[config.mk]
export PLATFORM = sky130hd
export DESIGN_NAME = ifetch_queue_flat
export DESIGN_NICKNAME = d
export VERILOG_FILES = /design/src/rtl/ifetch_queue_if.sv /design/src/rtl/ifetch_queue.sv /design/src/flat_wrapper.sv
export SDC_FILE = /design/constraint.sdc
export NUM_CORES = 1
export LEC_CHECK = 0
export BUFFER_PORTS_ARGS = -buffer_cell sky130_fd_sc_hd__buf_2
export CAP_MARGIN = 40
export CORE_ASPECT_RATIO = 0.6
export CORE_UTILIZATION = 40
export DETAILED_ROUTE_END_ITERATION = 12
export SETUP_SLACK_MARGIN = 0.02
export SLEW_MARGIN = 0
export SYNTH_ARGS = -nofsm -noshare
export SYNTH_HDL_FRONTEND = slang
export SYNTH_SLANG_ARGS = --single-unit
[constraint.sdc]
create_clock -name clk -period 5.6 [get_ports clk]
set_input_delay 0.56 -clock clk [delete_from_list [all_inputs] [get_ports clk]]
set_output_delay 0.56 -clock clk [all_outputs]
set_load 0.02 [all_outputs]
[src/rtl/ifetch_queue_if.sv]
// rtl/ifetch_queue_if.sv - fetch-side bus: instruction memory, decode handshake, redirect
interface ifetch_queue_if #(
  parameter int DEPTH = 4
);
  localparam int CW = $clog2(DEPTH) + 1;

  logic          imem_read;
  logic [15:0]   imem_address;
  logic          imem_resp;
  logic [15:0]   imem_rdata;
  logic          out_valid;
  logic          out_ready;
  logic [15:0]   out_instr;
  logic [15:0]   out_pc;
  logic          redirect;
  logic [15:0]   redirect_pc;
  logic [CW-1:0] count;

  modport master (
    output imem_read, imem_address, out_valid, out_instr, out_pc, count,
    input  imem_resp, imem_rdata, out_ready, redirect, redirect_pc
  );

  modport slave (
    input  imem_read, imem_address, out_valid, out_instr, out_pc, count,
    output imem_resp, imem_rdata, out_ready, redirect, redirect_pc
  );
endinterface

[src/rtl/ifetch_queue.sv]
// rtl/ifetch_queue.sv - instruction prefetch queue with single outstanding read and redirect flush
module ifetch_queue #(
  parameter int          DEPTH    = 4,
  parameter logic [15:0] RESET_PC = 16'h0000
) (
  input  logic           clk,
  input  logic           reset_n,
  ifetch_queue_if.master bus
);
  localparam int AW = $clog2(DEPTH);
  localparam int CW = AW + 1;

  localparam logic [1:0] IDLE    = 2'd0;
  localparam logic [1:0] REQ     = 2'd1;
  localparam logic [1:0] DISCARD = 2'd2;

  logic [1:0]    state;
  logic [15:0]   fetch_pc;
  logic [15:0]   req_addr;
  logic [AW-1:0] head;
  logic [AW-1:0] tail;
  logic [CW-1:0] cnt;
  logic [15:0]   q_instr [DEPTH];
  logic [15:0]   q_pc    [DEPTH];

  logic full;
  logic do_enq;
  logic do_deq;
  logic unused_redirect_lsb;

  assign unused_redirect_lsb = bus.redirect_pc[0];

  assign full   = (cnt == CW'(DEPTH));
  assign do_enq = (state == REQ) && bus.imem_resp && !bus.redirect;
  assign do_deq = (cnt != '0) && bus.out_ready && !bus.redirect;

  always_ff @(posedge clk) begin
    if (!reset_n) begin
      state    <= IDLE;
      fetch_pc <= RESET_PC;
      req_addr <= '0;
      head     <= '0;
      tail     <= '0;
      cnt      <= '0;
      for (int i = 0; i < DEPTH; i++) begin
        q_instr[i] <= '0;
        q_pc[i]    <= '0;
      end
    end else begin
      if (bus.redirect) begin
        head     <= '0;
        tail     <= '0;
        cnt      <= '0;
        fetch_pc <= {bus.redirect_pc[15:1], 1'b0};
      end else begin
        if (do_enq) begin
          q_instr[tail] <= bus.imem_rdata;
          q_pc[tail]    <= req_addr;
          tail          <= tail + 1'b1;
          fetch_pc      <= fetch_pc + 16'd2;
        end
        if (do_deq) begin
          head <= head + 1'b1;
        end
        case ({do_enq, do_deq})
          2'b10:   cnt <= cnt + 1'b1;
          2'b01:   cnt <= cnt - 1'b1;
          default: cnt <= cnt;
        endcase
      end

      // Issue only with a free slot, so the eventual response can always be enqueued.
      case (state)
        IDLE: begin
          if (!bus.redirect && !full) begin
            req_addr <= fetch_pc;
            state    <= REQ;
          end
        end
        REQ: begin
          if (bus.imem_resp) begin
            state <= IDLE;
          end else if (bus.redirect) begin
            state <= DISCARD;
          end
        end
        DISCARD: begin
          if (bus.imem_resp) begin
            state <= IDLE;
          end
        end
        default: state <= IDLE;
      endcase
    end
  end

  assign bus.imem_read    = (state != IDLE);
  assign bus.imem_address = req_addr;
  assign bus.out_valid    = (cnt != '0);
  assign bus.out_instr    = q_instr[head];
  assign bus.out_pc       = q_pc[head];
  assign bus.count        = cnt;
endmodule
[src/flat_wrapper.sv]
// flat-port wrapper written by rule: the top's interface ports become plain ports
module ifetch_queue_flat 
#(
  parameter int          DEPTH    = 4,
  parameter logic [15:0] RESET_PC = 16'h0000
)
  (clk, reset_n, bus_imem_read, bus_imem_address, bus_out_valid, bus_out_instr, bus_out_pc, bus_count, bus_imem_resp, bus_imem_rdata, bus_out_ready, bus_redirect, bus_redirect_pc);
  ifetch_queue_if #(.DEPTH(DEPTH)) bus_i ();
  input  logic clk;
  input  logic reset_n;
  output wire logic [$bits(bus_i.imem_read)-1:0] bus_imem_read;
  output wire logic [$bits(bus_i.imem_address)-1:0] bus_imem_address;
  output wire logic [$bits(bus_i.out_valid)-1:0] bus_out_valid;
  output wire logic [$bits(bus_i.out_instr)-1:0] bus_out_instr;
  output wire logic [$bits(bus_i.out_pc)-1:0] bus_out_pc;
  output wire logic [$bits(bus_i.count)-1:0] bus_count;
  input wire logic [$bits(bus_i.imem_resp)-1:0] bus_imem_resp;
  input wire logic [$bits(bus_i.imem_rdata)-1:0] bus_imem_rdata;
  input wire logic [$bits(bus_i.out_ready)-1:0] bus_out_ready;
  input wire logic [$bits(bus_i.redirect)-1:0] bus_redirect;
  input wire logic [$bits(bus_i.redirect_pc)-1:0] bus_redirect_pc;
  assign bus_imem_read = bus_i.imem_read;
  assign bus_imem_address = bus_i.imem_address;
  assign bus_out_valid = bus_i.out_valid;
  assign bus_out_instr = bus_i.out_instr;
  assign bus_out_pc = bus_i.out_pc;
  assign bus_count = bus_i.count;
  assign bus_i.imem_resp = bus_imem_resp;
  assign bus_i.imem_rdata = bus_imem_rdata;
  assign bus_i.out_ready = bus_out_ready;
  assign bus_i.redirect = bus_redirect;
  assign bus_i.redirect_pc = bus_redirect_pc;
  ifetch_queue #(.DEPTH(DEPTH), .RESET_PC(RESET_PC)) u_core (.clk(clk), .reset_n(reset_n), .bus(bus_i));
endmodule
==> summary.md, run 1 <==
| Metric | Value |
|---|---|
| Worst-margin pin slew | between 0.6 and 0.7 ns |
| Cell Count, Final, Fillers Out | about 860 |
| Required @ worst endpoint | 5.94 ns |
| Clock Pin Slew Worst Setup and Hold Paths | roughly 0.07 ns |
| Period utilization | roughly half |
| Gpl congestion | between 0.7 and 0.8 |
| CP arrival | around 3.2 ns |
| Setup crit start kind | input pin |
| Slew Viols, Final | 0 |
| Synth area leaders | edfxtp_1 (52%), dfxtp_1 (11%), and2_1 (11%) |
| Final setup fails | 0 |
| Total GRT Usage | between 10% and 20% |
| Setup_tns | 0 ns |
| Placed wire-length estimate | 9798 um |
| Die Area | around 19000 um^2 |
| Drt via density | just over 5 |
| Area grow syn2layout | 17.89% |
| Pre-antenna DRT Iters | 4 |
| Number of global-route vias before repair | ~4500 |
| Critical Path Source | bus_redirect |
| CP Class | input pin to flop |
| Synth Area per Inst | roughly 14 um^2 |
| Synth Flop Type | edfxtp_1 |
| Slowest cell on the critical path | clkinv_1 |
| Antenna Cells | 0 |
| FP Rows | 37 |
| Cell count of the worst hold path | 2 |
| Worst Hold Launch | bus_imem_resp |
| Slowest stage delay, CP | 0.58 ns |
| H-tree Lvls | 4 |
| Iter 0 DRT Violations | approximately 300 |
| Flop2flop setup slack | ~2.9 ns |
| Yosys top cell by area | edfxtp_1 |
| Post-CTS Hold Buffers | 0 |
| Setup bufs post-CTS | 0 |
| Lkg Pwr | about 0.0031 uW |
| RSZ-0062 raised after global routing | false |
| Worst reg2reg path startpoint | u_core.state[0] |
| Initial antenna violation count | 0 |
| Cts repair resizes | 0 |
| # fillers | 1544 |
| Core area | roughly 17000 um^2 |
| Avg WL per Cell | about 18 um |
| FF-to-FF path depth | 6 |
| Total vias in the final route | 4358 |
| CP bufs+invs | 3 |
| Chip Width | approximately 180 um |
| Sinks on Clock Net | 165 |
| Status | finished, final reports clean |
| Num CTS Buffers | 17 |
| Crit path max fanout | 28 |
| Ys Warns | 0 |
| DP Cell Count | between 800 and 900 |
| Critical Path End Type | flop |
| Final hold vios | 0 |
| Min-Delay Endpoint | u_core.state[1] |
| Worst vdd ir | just over 200 uV |
| Crit-path cells | buf_2 -> clkinv_1 -> nand2_1 -> ha_1 -> inv_1 -> fa_1 -> xor2_1 -> or3_1 -> a21oi_1 |
| Starting Density | 41.54% |
| Clock tree buffer depth | 2 |
| Max-cap violations | 0 |
| Top delay family on crit path | simple AND/OR/NAND/NOR gates |
| Synth top cells by count | and2_1 (128), edfxtp_1 (124), dfxtp_1 (41), nand2_1 (39), mux4_2 (31) |
| IO Pins | 90 |
| RR Endpoint | u_core.q_pc[0][5] |
| Area share of the largest cell type after synthesis | between 50 and 60% |
| EDFF count, synth | between 100 and 150 |
| Async SR Flop Fraction | 0% |
| Gr ovfl total | 0 |
| Peak Freq | about 0.35 GHz |
| Post-synthesis register bit count | between 150 and 200 |
| Routed WL | about 16000 um |
| Yosys cell types | 45 |
| Clk Latency, worst-skew pair | 0.43 ns |
| Power Density | 308.7 nW/um^2 |
| Seq/Total Area, Yosys | 63.02% |
| First-pass GRT wire length | 25180 um |
| Clock Skews | 0.01066 ns |
| Hold crit path type | input pin to flop |
| Tmin final | ~2.8 ns |
| Root Buffer Master | clkbuf_16 |
| Worst slew margin | 54.55% |
| Mapped Area | between 7000 and 8000 um^2 |
| Share of post-route cells with drive strength above 1 | about 28% |
| Largest net degree at the start of global routing | 38 |
| Post-Syn Instances | between 500 and 600 |
| NumNets Final | 655 |
| CTS tree | built |
| I/O Buffers | between 80 and 90 |
| Die height | between 100 and 150 um |
| DRC Markers | 0 |
| Top-count cell post-synth | and2_1 |
| Post-route ant nets | 0 |
[report_power, final]
part / total (uW) / switching, uW / internal [uW]
clock: 1100 / 515 / 580
sequential: 1380 / 26.4 / 1360
combinational: 147 / 92.6 / 53.9
total: 2620 / 634 / 1990
[worst max-delay path by stage]
stage	to	slack (ns)	cells after the start
3_5_place_dp	u_core.bus.count[2]	2.29	9
5_1_grt	u_core.bus.count[2]	2.52	9
4_1_cts	u_core.bus.count[2]	2.73	9
6_report	u_core.bus.count[2]	2.76	9
3_3_place_gp	u_core.q_instr[0][7]	2.32	6
2_1_floorplan	u_core.q_instr[3][0]	1.91	4
[worst reg2reg max path, delay by kind of cell, from the launching register on]
kind / cells / cell delay (ns)
flops: 1 / 0.41
buf+inv: 2 / 0.60
simple gates: 4 / 1.37
[registers in the layout (all words and copies together), names as in the netlist, named ones only]
signal,cells
u_core.fetch_pc,15
u_core.bus.count,3
u_core.head,2
u_core.q_instr,64
u_core.tail,2
u_core.state,2
u_core.bus.imem_address,15
u_core.q_pc,60
[layout make-up]
type	instances	area, um^2	share of cell area (%)
flip-flops and latches	165	4546	53.47
multi-input cells	325	2547	29.97
repair buffers	97	533.0	6.270
clock buffers	18	429.2	5.049
well taps	234	292.8	3.444
clock inverters	14	118.9	1.398
inverters	9	33.78	0.3974
[cell families (layout without fill, tap and decap cells)]
kind of cell    after synthesis  count (layout)  synth area share, %
simple gates                219             219                17.58
other cells                   1               2              0.05201
mux                          33              33                9.977
flops                       165             165                63.02
buf+inv                      42             138                2.395
fa+ha+maj                     3               3               0.6246
xor+xnor                     16              16                1.943
compound gates               52              52                4.407
[routing by layer]
layer / GRT usage [%] / routed length [um] / up-vias / share of wire (%)
met5: 0 / 0 / - / 0
met4: 4.969 / 138 / 0 / 0.87
met3: 4.399 / 790 / 13 / 5.0
met2: 28.20 / 7388 / 111 / 46
met1: 25.93 / 7598 / 2164 / 48
li1: - / - / 2070 / -
[stage by stage]
stage | power, uW | worst slack [ns] | util, % | hold WS, ns | instance area (um^2)
4_1_cts | 2640 | 2.734 | 48.97 | 0.3302 | 8501
5_1_grt | 2710 | 2.515 | 48.97 | 0.3346 | 8501
6_report | 2624 | 2.760 | 48.97 | 0.3419 | 8501
3_5_place_dp | 1559 | 2.287 | 45.81 | 0.4831 | 7953
3_3_place_gp | 1549 | 2.324 | 45.61 | 0.4662 | 7918
2_1_floorplan | 1492 | 1.912 | - | 0.4511 | 7214
[placed cells by master (no fill, tap or decap), drive strengths merged, types with 2 or more instances in the layout]
cell,count
ha,2
nor4,2
mux4,31
inv,15
conb,2
and2,128
or3,3
nor3b,2
clkbuf,18
o31ai,2
nor2,13
a31oi,3
clkinv,3
or4,2
nand3,5
dfxtp,41
xnor2,12
or2,2
edfxtp,124
clkinvlp,5
a21boi,15
nand2b,5
a21oi,11
xor2,4
nand2,39
nand4,6
buf,97
o21ai,18
nor3,7
Note: power is estimated with default switching activity, not from simulation.
==> run 2: changes to the inputs <==
==> constraint.sdc (replaced) <==
create_clock -name clk -period 2.3 [get_ports clk]
set_input_delay 0.23 -clock clk [delete_from_list [all_inputs] [get_ports clk]]
set_output_delay 0.23 -clock clk [all_outputs]
set_load 0.02 [all_outputs]
==> run 2 against run 1 <==
  * Cell count is 0.70% higher
  * Sequential cell count stayed put
  * Sequential share of layout area is 1.2 points lower
  * Worst hold slack worse by 0.26 ns
  * Critical path depth is 1 higher
  * Non-clock buffer count is 7 higher
  * Global-route usage is 0.28 points lower
  * Combinational power grew to 2.5 times the previous value
  * Critical endpoint unchanged
  * Largest cell class unchanged
  * Highest routed layer unchanged
==> summary.md, run 2 (synthesis gave the netlist of run 1 again) <==
| Metric | Value |
|---|---|
| RSZ-0062 raised after global routing | false |
| Sinks on Clock Net | around 170 |
| Fin Hold WS | approximately 0.08 ns |
| Initial antenna violation count | 0 |
| Leading cell types in the layout, fill and taps excluded | and2_1 (128), edfxtp_1 (124), buf_2 (86) |
| Routed WL | around 16000 um |
| Clock Pin Slew Worst Setup and Hold Paths | ~0.070 ns |
| Peak Freq | ~0.46 GHz |
| Number of flip-flops under the largest register name | 64 |
| Fin util | roughly 50% |
| Final setup fails | 0 |
| Total vias in the final route | ~4400 |
| Die height | between 100 and 150 um |
| Area grow syn2layout | 20.51% |
| Tmin final | ~2.2 ns |
| DRC Markers | 0 |
| Flop2flop setup slack | between 0.1 and 0.15 ns |
| Num CTS Buffers | 17 |
| Gpl congestion | about 0.76 |
| NumNets Final | 662 |
| Gr ovfl total | 0 |
| Setup_tns | 0 ns |
| Clock Skews | between 0.009 and 0.01 ns |
| Starting Density | approximately 42% |
| Iter 0 DRT Violations | ~310 |
| CP arrival | 2.49 ns |
| Fin area | between 8000 and 9000 um^2 |
| Power Density | around 790 nW/um^2 |
| Drt via density | ~5.1 |
| Setup crit start kind | input pin |
| Crit path max fanout | 4 |
| Largest Register | u_core.q_instr |
| Slew Viols, Final | 0 |
| Total GRT Usage | a little under a fifth |
| FF-to-FF path depth | 8 |
| Placed wire-length estimate | ~10000 um |
| Dpl ws | 0.1451 ns |
| Worst Hold Launch | bus_redirect_pc[5] |
| First-pass GRT wire length | roughly 25000 um |
| Final worst slack | roughly 0.15 ns |
| Lkg Pwr | 0.003235 uW |
| Critical Path End Type | flop |
| FP Rows | 37 |
| RR Endpoint | u_core.bus.count[2] |
| IO Pins | 90 |
| Largest net degree at the start of global routing | 32 |
| Antenna Cells | 0 |
| Chip Width | ~180 um |
| Required @ worst endpoint | about 2.6 ns |
| Period utilization | approximately 94% |
| Status | finished, final reports clean |
| Clk Latency, worst-skew pair | roughly 0.41 ns |
| Pre-antenna DRT Iters | 4 |
| Post-route ant nets | 0 |
| Worst slew margin | between 60% and 70% |
| Hold crit path type | input pin to flop |
| Root Buffer Master | clkbuf_16 |
| Clock tree buffer depth | 2 |
| Commonest non-fill, non-tap cell in the layout | and2_1 |
| Worst-margin pin slew | between 0.5 and 0.6 ns |
| Crit path to | u_core.bus.count[2] |
| Post-DP Area | 8028 um^2 |
| CP Class | input pin to flop |
| Worst vdd ir | 495.3 uV |
| Critical Path Source | bus_imem_resp |
| H-tree Lvls | 4 |
| Core area | around 17000 um^2 |
| Die Area | approximately 19000 um^2 |
| Share of post-route cells with drive strength above 1 | between 20 and 30% |
| Worst reg2reg path startpoint | u_core.bus.count[0] |
| I/O Buffers | 86 |
| Number of global-route vias before repair | between 4000 and 5000 |
| Final hold vios | 0 |
| CTS tree | built |
| Max-cap violations | 0 |
| Top flop regs | u_core.q_instr (64), u_core.q_pc (60) |
| Avg WL per Cell | 18.39 um |
==> run 2: cell count changes in the layout (fill, tap and decap cells not counted), moves of 3 or more <==
cell	previous run	this run
buf_12	0	4
buf_4	10	13
bufinv_16	0	5
inv_6	5	1
==> run 2: repair_timing <==
action / in CTS / in global routing
setup endpoints to repair: 0 / 0
setup buffers: 0 / 0
endpoints found under the hold margin: 1 / 0
hold buffers: 1 / 0
gates resized for setup: 0 / 0
==> run 2: cell type report <==
cell class | count | area, um^2
fill | 1501 | 8671
sequential | 165 | 4546
clock buffer | 17 | 425.4
timing repair buffer | 104 | 618.1
multi-input combinational | 325 | 2547
tap | 234 | 292.8
clock inverter | 14 | 226.5
inverter | 9 | 33.78
==> run 2: metrics by stage <==
stage               cells  power, uW
global placement      836       3788
global route          868       7093
floorplan             532       3630
finish                868       6886
detailed placement    836       3805
CTS                   868       6931
==> run 2: worst max-delay path, cell delays in order <==
cell and delay [ns]:
dlygate4sd3_1 0.53, buf_2 0.14, and3b_1 0.19, nand2_1 0.10, ha_1 0.20, inv_1 0.07, fa_1 0.39, xor2_1 0.17
or3_1 0.31, a21oi_1 0.16
==> run 2: worst min-delay path by stage <==
stage / slack, ns / cells after the start / endpoint
CTS: 0.07 / 3 / u_core.fetch_pc[3]
global route: 0.10 / 3 / u_core.fetch_pc[11]
finish: 0.08 / 3 / u_core.fetch_pc[5]
global placement: 0.43 / 2 / u_core.state[1]
floorplan: 0.31 / 1 / u_core.state[1]
detailed placement: 0.44 / 2 / u_core.state[1]
==> run 2: layer usage <==
layer / track usage [%] / vias up / wire length (um)
met3: 3.612 / 15 / 819
met5: 0 / - / 0
met1: 24.81 / 2192 / 7520
met2: 29.05 / 118 / 7485
met4: 5.217 / 0 / 135
li1: - / 2083 / -
==> run 2: where the power goes <==
| group | switching [uW] | leakage [uW] | internal (uW) | total (uW) |
|---|---|---|---|---|
| logic | 228 | 0.00131 | 142 | 370 |
| registers | 65.3 | 0.00162 | 3300 | 3370 |
| clock network | 1210 | 0.000309 | 1940 | 3150 |
